==> src/rtl/game_flow_ctrl_if.sv <==
`default_nettype none
// ============================================================================
//  Module      : game_flow_ctrl_if
//  Description : Coordinate, button and ball inputs plus game-flow status
//                outputs of the game sequencer.
//  Revision    : 1.0 - initial release
// ============================================================================
interface game_flow_ctrl_if;
    logic [10:0] h_coord;
    logic [9:0]  v_coord;
    logic        button_c;
    logic        button_u;
    logic        ball_lost;
    logic        end_of_frame;
    logic        action_tick;
    logic [1:0]  state;
    logic        splash_active;
    logic [1:0]  regime;
    logic [1:0]  lives;
    logic        game_over;

    modport master (
        output h_coord, v_coord, button_c, button_u, ball_lost,
        input  end_of_frame, action_tick, state, splash_active, regime, lives, game_over
    );

    modport slave (
        input  h_coord, v_coord, button_c, button_u, ball_lost,
        output end_of_frame, action_tick, state, splash_active, regime, lives, game_over
    );
endinterface
`default_nettype wire

==> src/rtl/game_flow_ctrl.sv <==
`default_nettype none
// ============================================================================
//  Module      : game_flow_ctrl
//  Description : Frame strobe, button debounce, game-phase FSM, movement tick,
//                input-regime selection and lives counter.
//  Revision    : 1.0 - initial release
// ============================================================================
module game_flow_ctrl #(
    parameter int FRAMES_PER_ACTION = 3,
    parameter int SPLASH_FRAMES     = 180,
    parameter int DEBOUNCE_CYCLES   = 360000,
    parameter int LIVES             = 3,
    parameter int H_LAST            = 799,
    parameter int V_LAST            = 599
) (
    input  wire logic        pixel_clk,
    input  wire logic        rst_n,
    game_flow_ctrl_if.slave  bus
);

    localparam int DB_W    = $clog2(DEBOUNCE_CYCLES + 1);
    localparam int FRAME_W = $clog2(SPLASH_FRAMES + 1);
    localparam int ACT_W   = $clog2(FRAMES_PER_ACTION + 1);

    typedef enum logic [1:0] {
        ST_SPLASH = 2'b00,
        ST_PLAY   = 2'b01,
        ST_PAUSE  = 2'b10,
        ST_OVER   = 2'b11
    } state_t;

    logic [1:0] w_raw;
    logic [1:0] w_press;
    logic       w_press_c;
    logic       w_press_u;
    logic       w_match;
    logic       w_unused_hbit;

    assign w_raw         = {bus.button_u, bus.button_c};
    assign w_press_c     = w_press[0];
    assign w_press_u     = w_press[1];
    assign w_unused_hbit = bus.h_coord[10];
    assign w_match       = (bus.h_coord[9:0] == 10'(H_LAST)) && (bus.v_coord == 10'(V_LAST));

    // A press is only armed once the synchroniser has shown the button released,
    // so a button held through reset never yields a press.
    for (genvar gi = 0; gi < 2; gi++) begin : g_debounce
        logic            sync1_q, sync2_q, level_q, level_dly_q, armed_q, press_q;
        logic [1:0]      warm_q;
        logic [DB_W-1:0] cnt_q;

        always_ff @(posedge pixel_clk) begin
            if (!rst_n) begin
                sync1_q     <= 1'b0;
                sync2_q     <= 1'b0;
                level_q     <= 1'b0;
                level_dly_q <= 1'b0;
                armed_q     <= 1'b0;
                press_q     <= 1'b0;
                warm_q      <= 2'b00;
                cnt_q       <= '0;
            end else begin
                sync1_q     <= w_raw[gi];
                sync2_q     <= sync1_q;
                warm_q      <= {warm_q[0], 1'b1};
                level_dly_q <= level_q;
                press_q     <= armed_q && level_q && !level_dly_q;
                if (warm_q[1] && !sync2_q) begin
                    armed_q <= 1'b1;
                end
                if (sync2_q == level_q) begin
                    cnt_q <= '0;
                end else if (cnt_q == DB_W'(DEBOUNCE_CYCLES - 1)) begin
                    level_q <= sync2_q;
                    cnt_q   <= '0;
                end else begin
                    cnt_q <= cnt_q + DB_W'(1);
                end
            end
        end

        assign w_press[gi] = press_q;
    end

    state_t             state_q, state_d;
    logic [1:0]         lives_q, lives_d;
    logic [1:0]         regime_q, regime_d;
    logic [FRAME_W-1:0] frame_q, frame_d;
    logic [ACT_W-1:0]   act_q, act_d;
    logic               eof_q, eof_d;
    logic               tick_q, tick_d;

    always_ff @(posedge pixel_clk) begin
        if (!rst_n) begin
            state_q  <= ST_SPLASH;
            lives_q  <= 2'(LIVES);
            regime_q <= 2'b11;
            frame_q  <= '0;
            act_q    <= '0;
            eof_q    <= 1'b0;
            tick_q   <= 1'b0;
        end else begin
            state_q  <= state_d;
            lives_q  <= lives_d;
            regime_q <= regime_d;
            frame_q  <= frame_d;
            act_q    <= act_d;
            eof_q    <= eof_d;
            tick_q   <= tick_d;
        end
    end

    always_comb begin
        state_d  = state_q;
        lives_d  = lives_q;
        regime_d = regime_q;
        frame_d  = frame_q;
        act_d    = act_q;
        eof_d    = w_match;
        tick_d   = w_match && (state_q == ST_PLAY) && (act_q == '0);

        // Tick is taken from the raw match so it lines up with end_of_frame.
        if (w_match && (state_q == ST_PLAY)) begin
            act_d = (act_q == ACT_W'(FRAMES_PER_ACTION - 1)) ? '0 : act_q + ACT_W'(1);
        end

        case (state_q)
            ST_SPLASH: begin
                if (eof_q && (frame_q != FRAME_W'(SPLASH_FRAMES))) begin
                    frame_d = frame_q + FRAME_W'(1);
                    if (frame_q == FRAME_W'(SPLASH_FRAMES - 1)) begin
                        state_d = ST_PLAY;
                        lives_d = 2'(LIVES);
                        act_d   = '0;
                    end
                end
            end
            ST_PLAY: begin
                if (bus.ball_lost) begin
                    if (lives_q > 2'd1) begin
                        lives_d = lives_q - 2'd1;
                    end else begin
                        lives_d = 2'd0;
                        state_d = ST_OVER;
                    end
                end else if (w_press_u) begin
                    state_d = ST_PAUSE;
                end
                if (w_press_c) begin
                    regime_d = {regime_q[1], ~regime_q[0]};
                end
            end
            ST_PAUSE: begin
                if (w_press_u) begin
                    state_d = ST_PLAY;
                end
                if (w_press_c) begin
                    regime_d = {regime_q[1], ~regime_q[0]};
                end
            end
            ST_OVER: begin
                if (w_press_c) begin
                    state_d = ST_SPLASH;
                    frame_d = '0;
                end
            end
            default: state_d = ST_SPLASH;
        endcase
    end

    assign bus.end_of_frame  = eof_q;
    assign bus.action_tick   = tick_q;
    assign bus.state         = state_q;
    assign bus.splash_active = (state_q == ST_SPLASH);
    assign bus.game_over     = (state_q == ST_OVER);
    assign bus.regime        = regime_q;
    assign bus.lives         = lives_q;

endmodule
`default_nettype wire

==> src/flat_wrapper.sv <==
// flat-port wrapper written by rule: the top's interface ports become plain ports
module game_flow_ctrl_flat 
#(
    parameter int FRAMES_PER_ACTION = 3,
    parameter int SPLASH_FRAMES     = 180,
    parameter int DEBOUNCE_CYCLES   = 360000,
    parameter int LIVES             = 3,
    parameter int H_LAST            = 799,
    parameter int V_LAST            = 599
)
  (pixel_clk, rst_n, bus_h_coord, bus_v_coord, bus_button_c, bus_button_u, bus_ball_lost, bus_end_of_frame, bus_action_tick, bus_state, bus_splash_active, bus_regime, bus_lives, bus_game_over);
  game_flow_ctrl_if bus_i ();
  input  wire logic pixel_clk;
  input  wire logic rst_n;
  input wire logic [$bits(bus_i.h_coord)-1:0] bus_h_coord;
  input wire logic [$bits(bus_i.v_coord)-1:0] bus_v_coord;
  input wire logic [$bits(bus_i.button_c)-1:0] bus_button_c;
  input wire logic [$bits(bus_i.button_u)-1:0] bus_button_u;
  input wire logic [$bits(bus_i.ball_lost)-1:0] bus_ball_lost;
  output wire logic [$bits(bus_i.end_of_frame)-1:0] bus_end_of_frame;
  output wire logic [$bits(bus_i.action_tick)-1:0] bus_action_tick;
  output wire logic [$bits(bus_i.state)-1:0] bus_state;
  output wire logic [$bits(bus_i.splash_active)-1:0] bus_splash_active;
  output wire logic [$bits(bus_i.regime)-1:0] bus_regime;
  output wire logic [$bits(bus_i.lives)-1:0] bus_lives;
  output wire logic [$bits(bus_i.game_over)-1:0] bus_game_over;
  assign bus_i.h_coord = bus_h_coord;
  assign bus_i.v_coord = bus_v_coord;
  assign bus_i.button_c = bus_button_c;
  assign bus_i.button_u = bus_button_u;
  assign bus_i.ball_lost = bus_ball_lost;
  assign bus_end_of_frame = bus_i.end_of_frame;
  assign bus_action_tick = bus_i.action_tick;
  assign bus_state = bus_i.state;
  assign bus_splash_active = bus_i.splash_active;
  assign bus_regime = bus_i.regime;
  assign bus_lives = bus_i.lives;
  assign bus_game_over = bus_i.game_over;
  game_flow_ctrl #(.FRAMES_PER_ACTION(FRAMES_PER_ACTION), .SPLASH_FRAMES(SPLASH_FRAMES), .DEBOUNCE_CYCLES(DEBOUNCE_CYCLES), .LIVES(LIVES), .H_LAST(H_LAST), .V_LAST(V_LAST)) u_core (.pixel_clk(pixel_clk), .rst_n(rst_n), .bus(bus_i));
endmodule
==> config.mk <==
export PLATFORM = sky130hd
export DESIGN_NAME = game_flow_ctrl_flat
export DESIGN_NICKNAME = d
export VERILOG_FILES = /design/src/rtl/game_flow_ctrl_if.sv /design/src/rtl/game_flow_ctrl.sv /design/src/flat_wrapper.sv
export SDC_FILE = /design/constraint.sdc
export NUM_CORES = 1
export LEC_CHECK = 0
export ABC_AREA = 1
export BUFFER_PORTS_ARGS = -buffer_cell sky130_fd_sc_hd__buf_2
export CAP_MARGIN = 10
export CORE_UTILIZATION = 53
export CTS_BUF_LIST = sky130_fd_sc_hd__clkbuf_4 sky130_fd_sc_hd__clkbuf_8
export DETAILED_ROUTE_END_ITERATION = 8
export PLACE_DENSITY = 0.76
export SYNTH_ARGS = -nofsm -noshare
export SYNTH_HDL_FRONTEND = slang
export SYNTH_SLANG_ARGS = --single-unit
==> constraint.sdc <==
create_clock -name pixel_clk -period 1.5 [get_ports pixel_clk]
set_input_delay 0 -clock pixel_clk [delete_from_list [all_inputs] [get_ports pixel_clk]]
set_output_delay 0 -clock pixel_clk [all_outputs]
set_load 0.02 [all_outputs]
# Word-level counts from Yosys, hierarchy flattened
# Cells that the tools add are included.
word_totals:
  out_inout_bits: 10
  input_bits: 26
  reg_bits: 71
  word_cells: 104
classes:
  muxes: 23
  eq_ne: 19
  n_addsub: 5
  magnitude_cmp: 1
  n_bitwise: 4
  reduce_logical: 27
ops:
  columns: ["op", "count"]
  rows:
  - ["$add 19x1->19 const B", 2]
  - ["$eq 19x19->1 const B", 2]
  - ["$mux 2", 16]
  - ["$eq 10x10->1 const B", 2]
  - ["$mux 8", 2]
  - ["$pmux 8 s2", 1]
  - ["$logic_and 1x1->1", 10]
  - ["$add 8x1->8 const B", 1]
  - ["$eq 8x8->1 const B", 1]
  - ["$ne 2x1->1 const B", 4]
  - ["$ne 8x8->1 const B", 1]
  - ["$pmux 2 s4", 1]
  - ["$eq 2x2->1 const B", 3]
  - ["$reduce_and 2->1", 3]
  - ["$reduce_and 6->1", 1]
  - ["$reduce_or 3->1", 2]
  - ["$logic_not 1->1", 4]
  - ["$logic_not 2->1", 2]
  - ["$not 1->1", 4]
  - ["$pmux 2 s2", 1]
  - ["$reduce_and 4->1", 1]
  - ["$reduce_bool 2->1", 2]
  - ["$ne 3x2->1 const B", 1]
  - ["$ne 3x3->1 const B", 1]
  - ["other kinds (9)", 11]

# Longest topological paths before layout
# Gate-level depths: netlist of run 1.
logic_depth:
  depth_word: 7
  ltp_mapped: 12

# Least setup slack after synthesis of run 1
# OpenSTA, ideal clock, no wires.
synth_timing:
  path_kind: "register -> register"
  from: "register u_core.state_q[0], in the netlist u_core.bus.state[0]"
  to: "register u_core.frame_q[1]"
  required_ps: 1372
  setup_slack_ps: -373
  setup_time_ps: 128
  stages_incl_launch_ff: 9
  period_less_slack_ps: 1873
  t_arrival_ps: 1745
  n_path_buf: 1
  path_cell_list: "dfxtp_1 ha_1 clkbuf_1 nand2_1 o21ai_2 a21boi_4 nand2_1 o21ai_0 nor2_1"
synth_via:
  elab_chain_cells: 3
  elab_cells_between_ends: 7
  classes_between: "eq/ne (3); mux (1); reduce/logical (3)"
synth_rtl:
  columns: ["item", "line", "rtl"]
  rows:
  - ["start, declared", "game_flow_ctrl.sv:85", "state_t state_q, state_d;"]
  - ["start signal, assigned", "game_flow_ctrl.sv:103", "state_q <= state_d;"]
  - ["$eq 2x2->1 (*)", null, null]
  - ["via bus_game_over", "flat_wrapper.sv:26", "output wire logic [$bits(bus_i.game_over)-1:0] bus_game_over;"]
  - ["$ne 2x1->1 (no line) / $reduce_bool 2->1 (equally long branches)", null, null]
  - ["$reduce_and 3->1 (no line)", null, null]
  - ["end signal, assigned", "game_flow_ctrl.sv:106", "frame_q <= frame_d;"]
  - ["end, declared", "game_flow_ctrl.sv:88", "logic [FRAME_W-1:0] frame_q, frame_d;"]
# The timed path passes the listed nets; every way through them passes the cells marked *.
# A chain may end at the register's enable or synchronous reset.

# Final worst setup path of run 1
layout_timing:
  from: "register u_core.g_debounce[0].cnt_q[1]"
  to: "register u_core.g_debounce[0].cnt_q[4]"
layout_via:
  elab_chain_cells: 2
  elab_cells_between_ends: 3
  classes_between: "add/sub (1); eq/ne (1); reduce/logical (1)"
layout_rtl:
  columns: ["item", "line", "rtl"]
  rows:
  - ["start, declared", "game_flow_ctrl.sv:50", "logic [DB_W-1:0] cnt_q;"]
  - ["start signal, assigned", "game_flow_ctrl.sv:77", "cnt_q <= cnt_q + DB_W'(1);"]
  - ["parallel branches: the longest is 2 deep, another holds $add 19x1->19", null, null]
# Parallel ways; which one is timed is not known.

==> impl_results.md, run 1 <==
* Post-DP HPWL at ~5200 microns
* Min Clock Period, post-route at roughly 1.5 ns
* Most frequent CP cell: nand2_4
* Initial DRT Pass Iterations at 4
* Drt wl/cell at 11.9 microns
* Slew Limit Fails at 0
* Outcome: complete, but fails checks
* Final ANT Viol Nets at 0
* Hold Crit Depth at 6
* First-pass GRT wire length at about 12000 microns
* Placed Area at 3860 sq um
* Max-cap viol count at 0
* Vias in the first global route at 3103
* Maximum clock frequency at between 0.6 and 0.7 GHz
* Synth cell count leaders: nand2_1, nor2_1, dfxtp_1
* Root cell of the clock tree: clkbuf_8
* Die Wd at roughly 83 microns
* Die height at a little over 80 microns
* Routability cong. at 0.847
* Area growth syn-to-layout at 28.0%
* Most common cell in the netlist: nand2_1
* Cell Area, Synth at about 3500 sq um
* GR Overflow Total at 0
* Mean post-synth cell area at ~6.9 sq um
* Syn_nets at between 500 and 600
* CTS tree: done
* Initial antenna violation count at 0
* Post-route setup slack at -0.0461 ns
* Input/output buffers at 33
* R2r setup slk at -0.05 ns
* CTS Sinks at approximately 70
* GRT Total Usage at between 20% and 30%
* Main synth FF type: dfxtp_1
* Critical Path, Cell by Cell: ha_4, nand2_4, inv_4, nand3_4, nor2_2, nand4_1, nand2_4, clkbuf_16, a21oi_1
* WP data required at 1.73 ns
* Setup repair after global routing missed its margin: true
* Synth async-reset ratio at 0%
* Synth area leaders: dfxtp_1, nand2_1, nor2_1
* Hold Vio Cnt, Final at 0
* Pin count of the biggest net entering global routing at 20
* Worst setup SP type: flop
* Seq/Total Area, Yosys at between 30% and 40%
* Worst R2R Path Depth at 9
* Crit Path Max Fanout at 5
* Cells after synthesis at 504
* Final Cycle Share at 103%
* DR vias at between 3000 and 4000
* Netlist cell types at 33
* Failing checks: negative setup slack
* Critical Path AT at 1.78 ns
* DRC marker count from the first detailed-route iteration at 137
* Worst Skew at about 0.0085 ns
* Crit-path slowest cell: dfxtp_2
* Synth Area in XOR/XNOR at 4.04%
* Setup CP Type: flop to flop
* Multiplexer area fraction after synthesis at 0%
* Complex-gate fraction of the synthesized area at under 10%
* Max VDD drop at roughly 0.00065 V
* Ports at 36
* N_diodes at 0
* H-tree depth at 3
* Max Buffers Root-to-Sink at 2
* Hold crit path type: input pin to flop
* Top cell type's share of synthesized area at between 30% and 40%
* CP Capture Type: flop
* Die footprint at approximately 7000 sq um
* TritonCTS Buffers at 9
* DRT Wirelength at slightly below 8000 microns
* Cell Rows at 29
* Post-Synth Adder-Cell Area at approximately 3.2%
* Post-synth top area cell: dfxtp_1
* Core box area at 6350 sq um
* Simple-gate share of the synthesized area at a little over a third
* Fraction of layout cells with a size suffix above 1 at about a quarter
* Post-route cell area at ~4400 sq um
* Synth Warn # at 0
* Pleak at around 1.7 nW
* Vias per Instance at slightly above 5
* Largest family of logic cells by synthesized area: simple AND/OR/NAND/NOR gates
* Final setup fails at 16
* CP max stage delay at 0.37 ns
* Final Hold Slack at about 0.066 ns
* Clk slew on worst S/H paths at 0.08 ns
* Starting Density at a little over half
* Power per Cell Area at roughly 820 nW/um^2
* Synth Register Bits at 69
* DRC at 0
* Number of synthesized flops with an enable pin at 0
* Clk_lat worst skew at 0.34 ns
* Nets at approximately 600
==> final cells by class <==
class,count,area (sq um)
Multi-Input combinational cell,360,1980
Tap cell,77,96.3
Inverter,68,258
Clock inverter,7,100
Timing Repair Buffer,67,487
Sequential cell,69,1400
Clock buffer,9,124
Fill cell,496,1900
==> worst paths after layout <==
kind                                                                  start                                  endpoint
worst max-delay path               u_core.g_debounce[0].cnt_q[1]$_SDFF_PP0_  u_core.g_debounce[0].cnt_q[4]$_SDFF_PP0_
worst min-delay path                                         bus_h_coord[7]                u_core.act_q[1]$_SDFF_PN0_
worst max register to register     u_core.g_debounce[0].cnt_q[1]$_SDFF_PP0_  u_core.g_debounce[0].cnt_q[4]$_SDFF_PP0_
worst min register to register  u_core.g_debounce[0].level_dly_q$_SDFF_PN0_   u_core.g_debounce[0].press_q$_SDFF_PN0_
==> state kept, by name (all words and copies together), names as in the netlist <==
name and count:
u_core.g_debounce.cnt_q 38, u_core.bus.state 2, u_core.act_q 2, u_core.bus.action_tick 1
u_core.frame_q 8, u_core.bus.end_of_frame 1, u_core.g_debounce.sync2_q 2, u_core.g_debounce.press_q 2
u_core.bus.regime 1, u_core.g_debounce.warm_q 2, u_core.g_debounce.sync1_q 2, u_core.bus.lives 2
u_core.g_debounce.level_dly_q 2, u_core.g_debounce.level_q 2, u_core.g_debounce.armed_q 2
==> per-stage QoR <==
stage               power [mW]  worst slack (ns)  util [%]  instances  setup TNS, ns
finish                    3.65           -0.0461      70.0        657         -0.373
global route              3.77            -0.145      70.0        657          -2.74
CTS                       3.66           0.00285      65.4        646              0
detailed placement        1.99           -0.0455      60.8        624        -0.0842
global placement          1.99            0.0537      60.8        624              0
floorplan                 1.94           -0.0320         -        504        -0.0320
==> metal layers <==
metal	vias up	GRT usage [%]	wire length (microns)
met3	14	4.77	347
met5	-	0	0
met1	1559	24.9	3310
li1	1751	-	-
met2	81	38.9	4030
met4	0	7.68	156
==> kinds of logic (layout without fill, tap and decap cells) <==
family / Yosys count / after routing
flops: 69 / 69
compound gates: 49 / 49
simple gates: 285 / 285
other cells: 1 / 1
buf+inv: 75 / 151
xor+xnor: 16 / 16
fa+ha+maj: 9 / 9
==> placed cells by master, fill, tap and decap left out, types with 14 or more instances in the layout <==
cell type and n:
buf_2 33, a21oi_1 23, nand3_1 29, dfxtp_1 57, nor3_1 14, nand2_1 115
inv_1 62, buf_4 24, nor2_1 66, nand4_1 18
==> power by group <==
| part | switching (mW) | total (mW) | internal, mW |
|---|---|---|---|
| combinational | 0.0632 | 0.127 | 0.0637 |
| sequential | 0.00597 | 1.84 | 1.84 |
| clock | 0.734 | 1.67 | 0.940 |
==> critical path: cells and delay by family, from the launching register on <==
| family | cells | cell delay, ns |
|---|---|---|
| AND/OR/NAND/NOR | 5 | 0.62 |
| AO/OA/AOI/OAI | 1 | 0.04 |
| buffers and inverters | 2 | 0.23 |
| adder cells (fa/ha/maj) | 1 | 0.16 |
| flip-flops | 1 | 0.37 |
==> repair_timing <==
| action | in CTS | in global routing |
|---|---|---|
| gates cloned | 0 | 3 |
| hold buffers | 6 | 0 |
| hold endpoints to repair | 9 | 0 |
| pin swaps | 0 | 14 |
| resized for setup | 2 | 57 |
| buffers inserted | 0 | 8 |
| endpoints found under the setup margin | 2 | 55 |
Power figures use the tool's default switching activity.
==> run 2: changes to the inputs <==
--- a/config.mk
+++ b/config.mk
@@ -8,10 +8,10 @@
 export ABC_AREA = 1
 export BUFFER_PORTS_ARGS = -buffer_cell sky130_fd_sc_hd__buf_2
 export CAP_MARGIN = 10
-export CORE_UTILIZATION = 53
+export CORE_UTILIZATION = 49
 export CTS_BUF_LIST = sky130_fd_sc_hd__clkbuf_4 sky130_fd_sc_hd__clkbuf_8
 export DETAILED_ROUTE_END_ITERATION = 8
-export PLACE_DENSITY = 0.76
+export PLACE_DENSITY = 0.71
 export SYNTH_ARGS = -nofsm -noshare
 export SYNTH_HDL_FRONTEND = slang
 export SYNTH_SLANG_ARGS = --single-unit
==> run 2 against run 1 <==
  * The flow still finishes with violations (negative setup slack)
  * Setup slack better by 0.045 ns
  * Register-to-register slack gained 0.05 ns
  * Utilization is 4.5 points lower
  * Maximum frequency is 3.0% higher
  * Combinational power down 5%
  * First-iteration DRC count unchanged
  * Hold slack lost 0.051 ns
  * Critical path type unchanged
  * Largest cell class unchanged
  * Largest power group unchanged
  * Highest routed layer unchanged
==> impl_results.md, run 2 (synthesized netlist as in run 1, its figures left out) <==
* Drt wl/cell at 11.1 microns (-7.0%)
* Initial antenna violation count at 0 (unchanged)
* Slew Limit Fails at 0 (unchanged)
* Sw Ratio at 20.0% (-2.0 points)
* Max FFs per register at 38 (unchanged)
* Setup repair after global routing missed its margin: true
* Setup TNS at -0.000737 ns (+0.373 ns)
* H-tree depth at 3 (unchanged)
* CP Capture Type: flop
* Final setup fails at 1 (-15)
* Input/output buffers at 33 (unchanged)
* Crit-path slowest cell: dfxtp_4
* N_diodes at 0 (unchanged)
* Post-route cell area at 4470 sq um (+0.62%)
* WP data required at 1.77 ns (+0.04 ns)
* DRC marker count from the first detailed-route iteration at 137 (unchanged)
* Slew headroom at 66.5%
* Pleak at 1.76 nW (+0.58%)
* Final Hold Slack at 0.0150 ns (-0.0509 ns)
* Vias per Instance at 4.97 (-4.0%)
* Delay-heaviest family, CP: compound AO/OA/AOI/OAI gates
* Cell Rows at 30 (+3.4%)
* Placed Area at 3900 sq um (+1.0%)
* Top flop regs: u_core.g_debounce.cnt_q x38, u_core.frame_q x8
* Actual transition at the worst max-transition pin at between 0.4 and 0.5 ns
* Fill cells at 593 (+20%)
* Clock power frac at 48.4% (+2.5 points)
* Most frequent CP cell: inv_4
* Seq pwr share at 48.4% (-2.2 points)
* First-pass GRT wire length at 12500 microns (+0.33%)
* GR Overflow Total at 0 (unchanged)
* Commonest non-fill, non-tap cells in the layout: nand2_1, nor2_1, inv_1
* Nets at 606 (-0.66%)
* Routability cong. at 0.855 (+0.90%)
* Critical Path, Cell by Cell: inv_4, ha_4, inv_4, o21ai_4, a21boi_4, buf_4, nand2_1, a21oi_1
* Setup CP Type: flop to flop
* Vias in the first global route at 3155 (+1.7%)
* Fraction of layout cells with a size suffix above 1 at 24.8% (+0.17 points)
* DRT Wirelength at 7460 microns (-4.9%)
* GRT Total Usage at 20.8% (-0.74 points)
* Outcome: complete, but fails checks
* Clk_lat worst skew at 0.34 ns (about the same)
* Top reg by flops: u_core.g_debounce.cnt_q
* Power per Cell Area at 852 nW/um^2 (+4.0%)
* Area growth syn-to-layout at 28.8%
* CTS tree: done
* Initial DRT Pass Iterations at 4 (unchanged)
* Switch Pwr at 0.764 mW (-4.9%)
* Failing checks: negative setup slack
* Maximum clock frequency at 0.666 GHz (+3.0%)
* Count of buffer and inverter cells on the critical path at 3 (+1)
* Max VDD drop at 0.000558 V (-14%)
* CTS Sinks at 69 (unchanged)
* R2r setup slk at -0.0007 ns (+0.05 ns)
* Worst Skew at 0.00635 ns (-0.00213 ns)
* Die height at 86.2 microns (+3.9%)
* Max-cap viol count at 0 (unchanged)
* Ports at 36 (unchanged)
* Critical Path AT at 1.78 ns (about the same)
* P_int at 3.05 mW (+7.3%)
* Comb power frac at 3.2% (-0.3 points)
* Worst setup SP type: flop
* Hold Vio Cnt, Final at 0 (unchanged)
* Pin count of the biggest net entering global routing at 20 (unchanged)
* Hold crit path type: input pin to flop
* Post-DP HPWL at 5230 microns (+0.53%)
* Util after Layout at 65.5% (-4.5 points)
* Final Cycle Share at 100% (-3.0 points)
* Final ANT Viol Nets at 0 (unchanged)
* Root cell of the clock tree: clkbuf_8
* Die Wd at 86.2 microns (+3.9%)
* Die footprint at 7430 sq um (+8.0%)
* Post-route setup slack at -0.000737 ns (+0.0454 ns)
* Clk slew on worst S/H paths at 0.08 ns (about the same)
* CP max stage delay at 0.38 ns (about the same)
* Core box area at 6830 sq um (+7.6%)
* TritonCTS Buffers at 9 (unchanged)
* DRC at 0 (unchanged)
* Crit Path Max Fanout at 7 (+2)
* Min Clock Period, post-route at 1.50 ns (-0.0454 ns)
* Starting Density at 50.8% (-3.9 points)
* DR vias at 3342 (-1.9%)
* Commonest non-fill, non-tap cell in the layout: nand2_1
* Max Buffers Root-to-Sink at 2 (unchanged)
run 2: cell types whose count changed in the layout (fill, tap and decap cells not counted), moves of 3 or more:
cell / delta
a21oi_1: +4
a21oi_2: -4
dfxtp_2: +3
inv_1: -3
inv_4: +4
run 2: timing repair:
item,4_1_cts,5_1_grt
hold endpoints to repair,7,0
resized for setup,4,63
pin swaps,0,7
hold buffers,4,0
cloned,0,3
endpoints found under the setup margin,21,53
setup buffers,0,4
run 2: per-layer routing:
metal	track usage [%]	part of all wire (%)	wire, microns	up-vias
met5	0	0	0	-
met4	8.94	1.6	116	0
met3	4.48	3.8	283	12
met2	37.5	50	3710	70
met1	23.7	45	3350	1520
li1	-	-	-	1740
run 2: path summary, 6_finish.rpt:
| kind | cells after the start | to | startpoint |
|---|---|---|---|
| hold reg to reg | 1 | u_core.g_debounce[1].press_q$_SDFF_PN0_ | u_core.g_debounce[1].level_dly_q$_SDFF_PN0_ |
| hold / removal | 6 | u_core.bus.end_of_frame$_SDFF_PN0_ | bus_v_coord[8] |
| setup / recovery | 8 | u_core.frame_q[7]$_SDFFE_PN0P_ | u_core.bus.state[1]$_SDFFE_PN0P_ |
| setup reg to reg | 8 | u_core.frame_q[7]$_SDFFE_PN0P_ | u_core.bus.state[1]$_SDFFE_PN0P_ |
run 2: stage by stage:
stage	setup WS [ns]	instances	power [mW]
floorplan	-0.0320	504	1.94
global placement	0.0340	645	1.99
detailed placement	-0.0444	645	1.99
CTS	0.000795	665	3.84
global route	-0.0569	672	3.97
finish	-0.000737	672	3.81
run 2: final cells by class:
cell class / instances / area (sq um) / share of cell area (%)
Multi-Input combinational cell: 360 / 1990 / 44.4
Sequential cell: 69 / 1400 / 31.4
Timing Repair Buffer: 63 / 452 / 10.1
Inverter: 68 / 265 / 5.93
Clock buffer: 10 / 138 / 3.08
Tap cell: 96 / 120 / 2.69
Clock inverter: 6 / 109 / 2.43
run 2: tightest hold or removal path, stage by stage:
cell and delay, ns:
buf_2 0.07, nor2_1 0.05, nand3_1 0.06, nor2_1 0.05
nand2_1 0.05, nor2_1 0.03
run 2: power by group through the flow:
| stage | registers, mW | clock network [mW] | logic, mW |
|---|---|---|---|
| after floorplan | 1.89 | 0 | 0.0499 |
| after global placement | 1.89 | 0 | 0.0992 |
| after detailed placement | 1.89 | 0 | 0.101 |
| after CTS | 1.84 | 1.89 | 0.109 |
| after global routing | 1.85 | 1.98 | 0.138 |
| final | 1.85 | 1.85 | 0.121 |
==> run 3: changes to the inputs <==
==> constraint.sdc (replaced) <==
create_clock -name pixel_clk -period 1.5 [get_ports pixel_clk]
set_input_delay 0.15 -clock pixel_clk [delete_from_list [all_inputs] [get_ports pixel_clk]]
set_output_delay 0.15 -clock pixel_clk [all_outputs]
set_load 0.02 [all_outputs]
==> run 3 against run 2 <==
  * The run still ends with negative setup slack left
  * Non-clock buffer count is 2 lower
  * Sequential power is essentially flat
  * Global-route usage fell by 0.38 points
  * Count of clock-buffer cells in the layout increased by 2
  * Cell count down 0.30%
  * Setup slack worse by 0.011 ns
  * Highest routed layer unchanged
==> impl_results.md, run 3 (synthesized netlist as in run 1, its figures left out) <==
* Outcome: complete, but fails checks
* Failing checks: negative setup slack
* Initial DRT Pass Iterations at 4 (unchanged)
* Clk_lat worst skew at 0.33 ns (about the same)
* Cell Rows at 30 (unchanged)
* Power per Cell Area at 822 nW/um^2 (-3.6%)
* WP data required at 1.73 ns (-0.04 ns)
* DRC marker count from the first detailed-route iteration at 112 (-18%)
* Vias per Instance at 5.01 (+0.69%)
* Most frequent CP cell: nand2_4
* R2r setup slk at -0.01 ns (about the same)
* Nets at 604 (-0.33%)
* Worst R2R Path Depth at 9 (+1)
* Clock power frac at 45.6% (-2.8 points)
* Hold crit path type: input pin to flop
* GRT Total Usage at 20.4% (-0.38 points)
* Starting Density at 50.8% (unchanged)
* Final Cycle Share at 101% (+0.72 points)
* Final Hold Slack at 0.0225 ns (+0.00759 ns)
* Crit Reg-Reg Startpoint: u_core.g_debounce[0].cnt_q[1]$_SDFF_PP0_
* CTS Sinks at 69 (unchanged)
* Area taken by multi-input logic gates at 1960 sq um (-1.3%)
* Drt wl/cell at 11.1 microns (about the same)
* Area growth syn-to-layout at 26.4%
* Power Total at 3.61 mW (-5.4%)
* Core box area at 6830 sq um (unchanged)
* Die height at 86.2 microns (unchanged)
* Top flop regs: u_core.g_debounce.cnt_q x38, u_core.frame_q x8
* Commonest non-fill, non-tap cells in the layout: nand2_1, nor2_1, inv_1
* Final setup fails at 10 (+9)
* Setup CP Type: flop to flop
* P_int at 2.89 mW (-5.4%)
* Post-route insts no fill at 670 (-0.30%)
* Setup repair after global routing missed its margin: true
* Slew Limit Fails at 0 (unchanged)
* Hold Crit Depth at 3 (-3)
* Comb power frac at 3.2% (about the same)
* GR Overflow Total at 0 (unchanged)
* Crit-path slowest cell: dfxtp_2
* Max FFs per register at 38 (unchanged)
* Max VDD drop at 0.000517 V (-7.3%)
* Critical Path, Cell by Cell: ha_4, nand2_4, inv_4, nand3_4, nor2_4, nand4_1, nand2_4, clkbuf_16, a21oi_1
* Pin count of the biggest net entering global routing at 20 (unchanged)
* Worst setup SP type: flop
* Hold Vio Cnt, Final at 0 (unchanged)
* Post-route setup slack at -0.0115 ns (-0.0108 ns)
* Delay-heaviest family, CP: simple AND/OR/NAND/NOR gates
* N_diodes at 0 (unchanged)
* Pleak at 1.73 nW (-1.4%)
* DRC at 0 (unchanged)
* CP max stage delay at 0.37 ns (about the same)
* Post-route cell area at 4390 sq um (-1.9%)
* Sequential Area at 1400 sq um (-0.18%)
* Max Buffers Root-to-Sink at 2 (unchanged)
* Switch Pwr at 0.721 mW (-5.7%)
* Worst Skew at 0.00813 ns (+0.00178 ns)
* Ports at 36 (unchanged)
* Max-cap viol count at 0 (unchanged)
* Post-DP HPWL at 5160 microns (-1.3%)
* Placed Area at 3910 sq um (+0.19%)
* Cells after DPL at 646 (+0.16%)
* Maximum clock frequency at 0.662 GHz (-0.71%)
* Critical R2R Capture: u_core.g_debounce[0].cnt_q[13]$_SDFF_PP0_
* Worst hold start: bus_button_u
* DR vias at 3355 (+0.39%)
* Root cell of the clock tree: clkbuf_8
* Util after Layout at 64.2% (-1.2 points)
* Fraction of layout cells with a size suffix above 1 at 24.0% (-0.78 points)
* Vias in the first global route at 3010 (-4.6%)
* Setup TNS at -0.0736 ns (-0.0728 ns)
* Pre-CTS WS at -0.0154 ns (+0.0291 ns)
* Initial antenna violation count at 0 (unchanged)
* Hold EP: u_core.g_debounce[1].sync1_q$_SDFF_PN0_
* Input/output buffers at 33 (unchanged)
* Routability cong. at 0.907 (+6.2%)
* Clk slew on worst S/H paths at 0.07 ns (about the same)
* Crit Path Max Fanout at 5 (-2)
* Critical Path AT at 1.74 ns (-0.04 ns)
* TritonCTS Buffers at 9 (unchanged)
* Top reg by flops: u_core.g_debounce.cnt_q
* Final ANT Viol Nets at 0 (unchanged)
* Seq pwr share at 51.2% (+2.8 points)
* Die Wd at 86.2 microns (unchanged)
* First-pass GRT wire length at 12300 microns (-2.0%)
* H-tree depth at 3 (unchanged)
* DRT Wirelength at 7440 microns (-0.28%)
* Count of buffer and inverter cells on the critical path at 2 (-1)
* Sw Ratio at 20.0% (-0.053 points)
* Min Clock Period, post-route at 1.51 ns (+0.0108 ns)
* Commonest non-fill, non-tap cell in the layout: nand2_1
* CTS tree: done
* Die footprint at 7430 sq um (unchanged)
* Fill cells at 617 (+4.0%)
* CP Capture Type: flop
==> run 3: cell types whose count changed in the layout (fill, tap and decap cells not counted), moves of 3 or more <==
| cell | before | now |
|---|---|---|
| inv_4 | 5 | 2 |
| dlygate4sd3_1 | 4 | 1 |
| dfxtp_2 | 12 | 7 |
| clkbuf_4 | 0 | 3 |
| inv_1 | 59 | 62 |
| nor2_2 | 11 | 14 |
| dfxtp_1 | 55 | 59 |
==> run 3: worst max path at each step <==
stage | start | endpoint | cells past startpoint
6_report | u_core.g_debounce[0].cnt_q[1]$_SDFF_PP0_ | u_core.g_debounce[0].cnt_q[13]$_SDFF_PP0_ | 9
3_5_place_dp | u_core.g_debounce[1].cnt_q[1]$_SDFF_PP0_ | u_core.g_debounce[1].cnt_q[10]$_SDFF_PP0_ | 7
5_1_grt | u_core.g_debounce[0].cnt_q[1]$_SDFF_PP0_ | u_core.g_debounce[0].cnt_q[6]$_SDFF_PP0_ | 9
2_1_floorplan | u_core.bus.state[0]$_SDFFE_PN0P_ | u_core.frame_q[1]$_SDFFE_PN0P_ | 8
4_1_cts | u_core.g_debounce[1].cnt_q[1]$_SDFF_PP0_ | u_core.g_debounce[1].cnt_q[18]$_SDFF_PP0_ | 7
3_3_place_gp | u_core.g_debounce[1].cnt_q[1]$_SDFF_PP0_ | u_core.g_debounce[1].cnt_q[10]$_SDFF_PP0_ | 7
==> run 3: worst min-delay path: stages <==
cell     delay, ns
buf_2         0.09
nand2_1       0.05
inv_1         0.04
==> run 3: timing repair <==
action                                 4_1_cts  5_1_grt
pin swaps                                    1        8
hold buffers                                 1        0
setup endpoints to repair                   18       53
resized for setup                            4       51
endpoints found under the hold margin        1        0
setup buffers                                0        4
gates cloned                                 0        3
==> run 3: power groups by stage <==
| stage | registers [mW] | clock network, mW | logic, mW |
|---|---|---|---|
| 6_report | 1.85 | 1.64 | 0.116 |
| 3_5_place_dp | 1.89 | 0 | 0.102 |
| 5_1_grt | 1.84 | 1.78 | 0.132 |
| 2_1_floorplan | 1.89 | 0 | 0.0499 |
| 4_1_cts | 1.85 | 1.69 | 0.104 |
| 3_3_place_gp | 1.89 | 0 | 0.0998 |
==> run 3: layer usage <==
metal	GRT usage, %	share of wire, %	vias up
met4	9.85	1.8	0
li1	-	-	1743
met3	3.52	2.7	14
met2	35.8	50	46
met5	0	0	-
met1	24.2	46	1552
==> run 3: final cells by class <==
class	instances	share of cell area [%]
clock inverters	4	1.65
well taps	96	2.74
flip-flops and latches	69	31.9
repair buffers	61	9.78
inverters	68	5.93
clock buffers	12	3.34
multi-input cells	360	44.6
